File: src/rtl/id_ex_stage.sv
// ID/EX pipeline register with load-use hazard detection and write-back bypass.
// Holds one decoded instruction for the execute stage.
module id_ex_stage #(
    parameter bit BYPASS_EN = 1'b1
) (
    input  logic        clk,
    input  logic        rst,
    input  logic        InValid,
    input  logic [4:0]  InRs1,
    input  logic [4:0]  InRs2,
    input  logic [4:0]  InRd,
    input  logic [31:0] InImm,
    input  logic        InRegWrite,
    input  logic        InMemRead,
    input  logic        InMemWrite,
    input  logic        InAluSrc,
    input  logic [3:0]  InAluOp,
    input  logic [31:0] ReadData1,
    input  logic [31:0] ReadData2,
    input  logic        WbEn,
    input  logic [4:0]  WbAddr,
    input  logic [31:0] WbData,
    input  logic        Stall,
    input  logic        Flush,
    output logic        HazardStall,
    output logic        ExValid,
    output logic [4:0]  ExRs1,
    output logic [4:0]  ExRs2,
    output logic [4:0]  ExRd,
    output logic [31:0] ExRs1Val,
    output logic [31:0] ExRs2Val,
    output logic [31:0] ExImm,
    output logic        ExRegWrite,
    output logic        ExMemRead,
    output logic        ExMemWrite,
    output logic        ExAluSrc,
    output logic [3:0]  ExAluOp,
    output logic [15:0] BubbleCount
);

    typedef struct packed {
        logic        valid;
        logic [4:0]  rs1;
        logic [4:0]  rs2;
        logic [4:0]  rd;
        logic [31:0] rs1_val;
        logic [31:0] rs2_val;
        logic [31:0] imm;
        logic        reg_write;
        logic        mem_read;
        logic        mem_write;
        logic        alu_src;
        logic [3:0]  alu_op;
    } ex_bundle_t;

    ex_bundle_t  ex_q, ex_d;
    logic [15:0] bubble_count_q, bubble_count_d;
    logic [31:0] op1, op2;

    // Register-file writes land at the same edge as capture, so a matching
    // write-back value is newer than the combinational read data.
    always_comb begin
        op1 = ReadData1;
        if (InRs1 == 5'd0) begin
            op1 = 32'd0;
        end else if (BYPASS_EN && WbEn && (WbAddr == InRs1)) begin
            op1 = WbData;
        end
        op2 = ReadData2;
        if (InRs2 == 5'd0) begin
            op2 = 32'd0;
        end else if (BYPASS_EN && WbEn && (WbAddr == InRs2)) begin
            op2 = WbData;
        end
    end

    // A load in execute cannot supply its result to the instruction right behind it.
    assign HazardStall = InValid & ex_q.valid & ex_q.mem_read & (ex_q.rd != 5'd0) &
                         ((ex_q.rd == InRs1) | (ex_q.rd == InRs2));

    // InValid qualifies the decode bundle; Stall holds this stage, Flush squashes it,
    // and HazardStall tells decode/fetch to re-present the same instruction next cycle.
    always_comb begin
        ex_d           = ex_q;
        bubble_count_d = bubble_count_q;
        if (Flush) begin
            ex_d = '0;
        end else if (!Stall) begin
            if (HazardStall) begin
                ex_d = '0;
                if (bubble_count_q != 16'hFFFF) begin
                    bubble_count_d = bubble_count_q + 16'd1;
                end
            end else if (InValid) begin
                ex_d.valid     = 1'b1;
                ex_d.rs1       = InRs1;
                ex_d.rs2       = InRs2;
                ex_d.rd        = InRd;
                ex_d.rs1_val   = op1;
                ex_d.rs2_val   = op2;
                ex_d.imm       = InImm;
                ex_d.reg_write = InRegWrite;
                ex_d.mem_read  = InMemRead;
                ex_d.mem_write = InMemWrite;
                ex_d.alu_src   = InAluSrc;
                ex_d.alu_op    = InAluOp;
            end else begin
                ex_d = '0;
            end
        end
    end

    always_ff @(posedge clk or posedge rst) begin
        if (rst) begin
            ex_q           <= '0;
            bubble_count_q <= 16'd0;
        end else begin
            ex_q           <= ex_d;
            bubble_count_q <= bubble_count_d;
        end
    end

    assign ExValid     = ex_q.valid;
    assign ExRs1       = ex_q.rs1;
    assign ExRs2       = ex_q.rs2;
    assign ExRd        = ex_q.rd;
    assign ExRs1Val    = ex_q.rs1_val;
    assign ExRs2Val    = ex_q.rs2_val;
    assign ExImm       = ex_q.imm;
    assign ExRegWrite  = ex_q.reg_write;
    assign ExMemRead   = ex_q.mem_read;
    assign ExMemWrite  = ex_q.mem_write;
    assign ExAluSrc    = ex_q.alu_src;
    assign ExAluOp     = ex_q.alu_op;
    assign BubbleCount = bubble_count_q;

endmodule

File: config.mk
export PLATFORM = sky130hd
export DESIGN_NAME = id_ex_stage
export DESIGN_NICKNAME = d
export VERILOG_FILES = /design/src/rtl/id_ex_stage.sv
export SDC_FILE = /design/constraint.sdc
export NUM_CORES = 1
export LEC_CHECK = 0
export CAP_MARGIN = 10
export CORE_ASPECT_RATIO = 1.5
export CORE_UTILIZATION = 41
export DETAILED_ROUTE_END_ITERATION = 6
export GPL_TIMING_DRIVEN = 0
export PLACE_DENSITY = 0.89
export SETUP_SLACK_MARGIN = 0.02
export SLEW_MARGIN = 40
export SYNTH_ARGS = -nofsm -noshare
export SYNTH_HDL_FRONTEND = slang
export SYNTH_SLANG_ARGS = --single-unit
export TNS_END_PERCENT = 100
File: constraint.sdc
create_clock -name clk -period 6.01 [get_ports clk]
set_input_delay 1.202 -clock clk [delete_from_list [all_inputs] [get_ports clk]]
set_output_delay 1.202 -clock clk [all_outputs]
set_load 0.03 [all_outputs]
# Word level (Yosys, flattened, before mapping)
# Index checks and enable logic that the tools add are counted.
# word_totals
inputBits	162
output_inout_bits	137
ff_bits	136
wordCells	41
# op_classes
n_reduce_logical	6
bitwise_logic	7
n_eq_ne	6
n_mux	8
n_addsub	1
# op_table
op	count
two-way mux 120 bit	4
two-way mux 32 bit	4
equality test 5 bit	4
adder 16 x 1 -> 16 bit (second input constant)	1
inequality test 16 bit (second input constant)	1
zero test 5 bit	2
nonzero test 5 bit	1
bitwise AND 1 bit	4
AND reduction 4 bit	1
logical AND 1 bit	2
inequality test 2 x 1 -> 1 bit (second input constant)	1
NOT 1 bit	2
bitwise OR 1 bit	1

# Logic depth before layout (Yosys ltp)
# depth
depth_word	8
mapped_depth	8
depth_no_buf	7

# Worst setup path after synthesis
# No wires, ideal clock.
# synth_path
path_kind	input -> output
start	input port InRs1[4]
end	output port HazardStall
cell_stages	4
slack_ns	2.711
arrival_ns	2.097
required_ns	4.808
path_cell_list	xnor2_1 -> nand3_1 -> o22a_1 -> nor2_1
# synth_via
elab_chain_cells	3
# synth_rtl
element	line	rtl
start, declared	9	input logic [4:0] InRs1,
equality test 5 bit	79	((ex_q.rd == InRs1) | (ex_q.rd == InRs2));
bitwise OR 1 bit	79	
bitwise AND 1 bit	78	assign HazardStall = InValid & ex_q.valid & ex_q.mem_read & (ex_q.rd != 5'd0) &
end, declared	25	output logic HazardStall,
# Every way passes these cells.

# Worst setup path in the final report
# Ends and elaborated chain as after synthesis.

==> summary.txt <==
Yosys
  • Most frequent cell after synthesis: dfrtp_1
  • Netlist cell types: 34
  • Post-Synth Simple-Gate Area: 8.70%
  • Main area contributors after synthesis: dfrtp_1 (57%), mux2i_1 (11%), a22o_1 (8.0%), o21ai_1 (5.0%), nand2_1 (4.6%)
  • Mapped Nets: 677
  • FFs w/ async S/R, synth: 100%
  • Sequential cell area fraction in the yosys report: 56.6%
  • Top cell type's share of synthesized area: 56.6%
  • Yosys reg bits: 136
  • Main combinational cell family by area after synthesis: compound AO/OA/AOI/OAI gates
  • Commonest cells in the netlist: dfrtp_1 (136), nand2_1 (74), mux2i_1 (64)
  • Post-Syn Area: 0.00601 sq mm
  • Syn avg cell area: 11.7 sq um
  • Synth Flop Type: dfrtp_1
  • Adder-cell share of the synthesized area: 0.208%
  • Cells after synthesis: 514
  • Mux cell area share after synthesis: 10.8%
  • Post-synth top area cell: dfrtp_1
  • Number of enable flip-flop cells after synthesis: 0
  • Synth Area in Compound Gates: 15.2%
  • Post-synthesis xor/xnor area fraction: 5.10%
  • Synth Warn #: 0

Power
  • Max VDD drop: 0.151 mV
  • Clock power frac: 45.6%
  • Leak: 0.00412 uW
  • P_int: 1870 uW
  • Pwr Density: 248 mW/mm^2
  • Total power: 2450 uW
  • Combinational power share: 15.0%
  • Sequential share of power: 39.4%
  • P_sw: 588 uW
  • Switch share: 23.9%

Routing
  • Post-DRT Antenna Nets: 0
  • Residual DRC count: 0
  • DRT iter0 DRCs: 144
  • Wire per inst: 18.3 um
  • Via density per instance: 5.12
  • First-pass DRT Iterations: 4
  • Routed wire length: 18.9 mm
  • Via count: 5305

CTS
  • Clock Sinks: 136
  • CTS tree: yes
  • Root buf cell: clkbuf_16
  • Clk slew on worst S/H paths: 60 ps
  • CTS buffer count: 17
  • Clock Tree Buf Depth: 2
  • Clock latency on the worst-skew pair: 410 ps
  • Setup Fix Bufs, Post-CTS: 0
  • Number of gates resized after CTS: 0
  • CTS HTree Levels: 4
  • Cts hold-fix bufs: 0

Die
  • Die height: 150 um
  • Floorplan row count: 53
  • Core area: 0.0142 sq mm
  • Die W: 101 um
  • Die ar.: 0.0152 sq mm
  • IO Pins: 299
  • Starting Density: 42.4%

Placed design
  • GP Congestion: 0.811
  • Hpwl dp: 14.5 mm
  • Port bufs: 298

Worst setup path
  • Crit Path Class: primary input to primary output
  • Critical path startpoint category: primary input
  • Critical Path AT: 3150 ps
  • CP Capture Type: primary output
  • Max FO, Critical Path: 4
  • Worst endpoint required time: 4810 ps
  • Worst reg2reg startpoint: BubbleCount[0]
  • Critical path startpoint: InRs1[4]

Global route
  • Total track usage: 25.2%
  • GRT Residual Overflow: 0
  • Antenna violations before repair: 0
  • Largest net degree at the start of global routing: 70
  • First-pass GRT wire length: 28.7 mm
  • Number of global-route vias before repair: 5475

Timing
  • Hold slack final: 484 ps
  • Skew final: 13.6 ps
  • Hold Vio Cnt, Final: 0
  • Slew Viols, Final: 0
  • RSZ-0062 raised after global routing: no
  • Setup-violating endpoint count in the final report: 0
  • Min Tclk post-route: 4350 ps
  • Relative max-transition margin: 51.5%
  • Slew @ Worst Pin: 727 ps
  • Crit share post-route: 72.3%
  • Fmax achieved: 230 MHz

Layout
  • Ant diodes: 0
  • Area Overhead vs Synth: 64.8%
  • Share of cells above drive strength 1: 7.69%
  • Fin nets: 995
  • Multi-input logic area: 0.00241 sq mm
  • Register area: 0.00340 sq mm
  • Fillers: 1081

Run status
  • Outcome: finished clean

Min path
  • Worst hold path type: register to register
  • Worst Min Path Start: ExRs2Val[11]

Job
  • # Max-Cap Violations: 0
==> power by group through the flow <==
stage	clock network, uW	logic [uW]	registers, uW
floorplan	0	93.3	1040
CTS	1140	372	967
global route	1180	391	970
global placement	0	361	982
detailed placement	0	370	983
finish	1120	368	967
==> metal layers <==
layer	vias up	routed length [um]	GRT usage, %	share of wire [%]
met1	2578	6910	26.7	36
met4	0	420	8.48	2.2
met3	31	1310	6.96	6.9
li1	2486	-	-	-
met2	210	10300	47.4	54
met5	-	0	0	0
==> cell usage in the layout (no fill, tap or decap), types with 2 or more instances in the layout <==
master and count:
clkdlybuf4s50_1 298, dfrtp_1 136, nand2_1 74, mux2i_1 64, o21ai_1 60, a22o_1 55
xor2_1 20, clkbuf_16 17, clkbuf_1 15, xnor2_1 15, buf_2 12, nand3_1 10
nor2_1 8, buf_6 6, nor4_1 6, and3_1 4, o21ai_0 4, bufinv_16 4
buf_4 3, nor3_2 3, clkbuf_8 3, or4_1 2, o21ai_2 2, nand4_1 2
nor3_1 2, clkinv_4 2, clkinvlp_4 2
==> logic make-up after synthesis <==
| kind of cell | count (synthesis) |
|---|---|
| AND/OR/NAND/NOR | 115 |
| buffers and inverters | 35 |
| multiplexers | 65 |
| flip-flops | 136 |
| XOR/XNOR | 35 |
| AO/OA/AOI/OAI | 127 |
| adder cells (fa/ha/maj) | 1 |
==> sequential cells by signal, indices dropped and copies added, names as in the netlist <==
register	cells
BubbleCount	16
ExAluOp	4
ExAluSrc	1
ExImm	32
ExMemRead	1
ExMemWrite	1
ExRd	5
ExRegWrite	1
ExRs1	5
ExRs1Val	32
ExRs2	5
ExRs2Val	32
ExValid	1
==> area by class of cell <==
class | count | area share [%]
well taps | 192 | 2.42
multi-input cells | 343 | 24.3
clock inverters | 10 | 1.68
clock buffers | 22 | 4.78
plain buffers | 34 | 2.01
repair buffers | 299 | 30.4
flip-flops and latches | 136 | 34.3
inverters | 1 | 0.114
==> through the flow <==
stage               utilization, %  TNS [ps]  std cells  setup WS (ps)  area, sq um
CTS                           69.8         0       1037           1640         9910
floorplan                        -         0        514           1170         6010
finish                        69.8         0       1037           1660         9910
global route                  69.8         0       1037           1560         9910
global placement              65.1    -90620       1004           -674         9240
detailed placement            65.3         0       1005           1670         9270
==> critical path, cell delays in order <==
cell             delay, ps
clkdlybuf4s50_1        610
xnor2_1                150
nand3_1                120
o22a_1                 260
nor2_1                 120
clkdlybuf4s50_1        690
==> path summary, 6_finish.rpt <==
check,endpoint,slack (ps),cells past startpoint
worst max-delay path,HazardStall,1660,6
worst min-delay path,ExRs2Val[11],480,2
worst max register to register,BubbleCount[10],3740,8
worst min register to register,ExRs2Val[11],480,2
max in group asynchronous,ExImm[4],4080,3
min in group asynchronous,ExRs1Val[7],1250,2
Power figures use the tool's default switching activity.
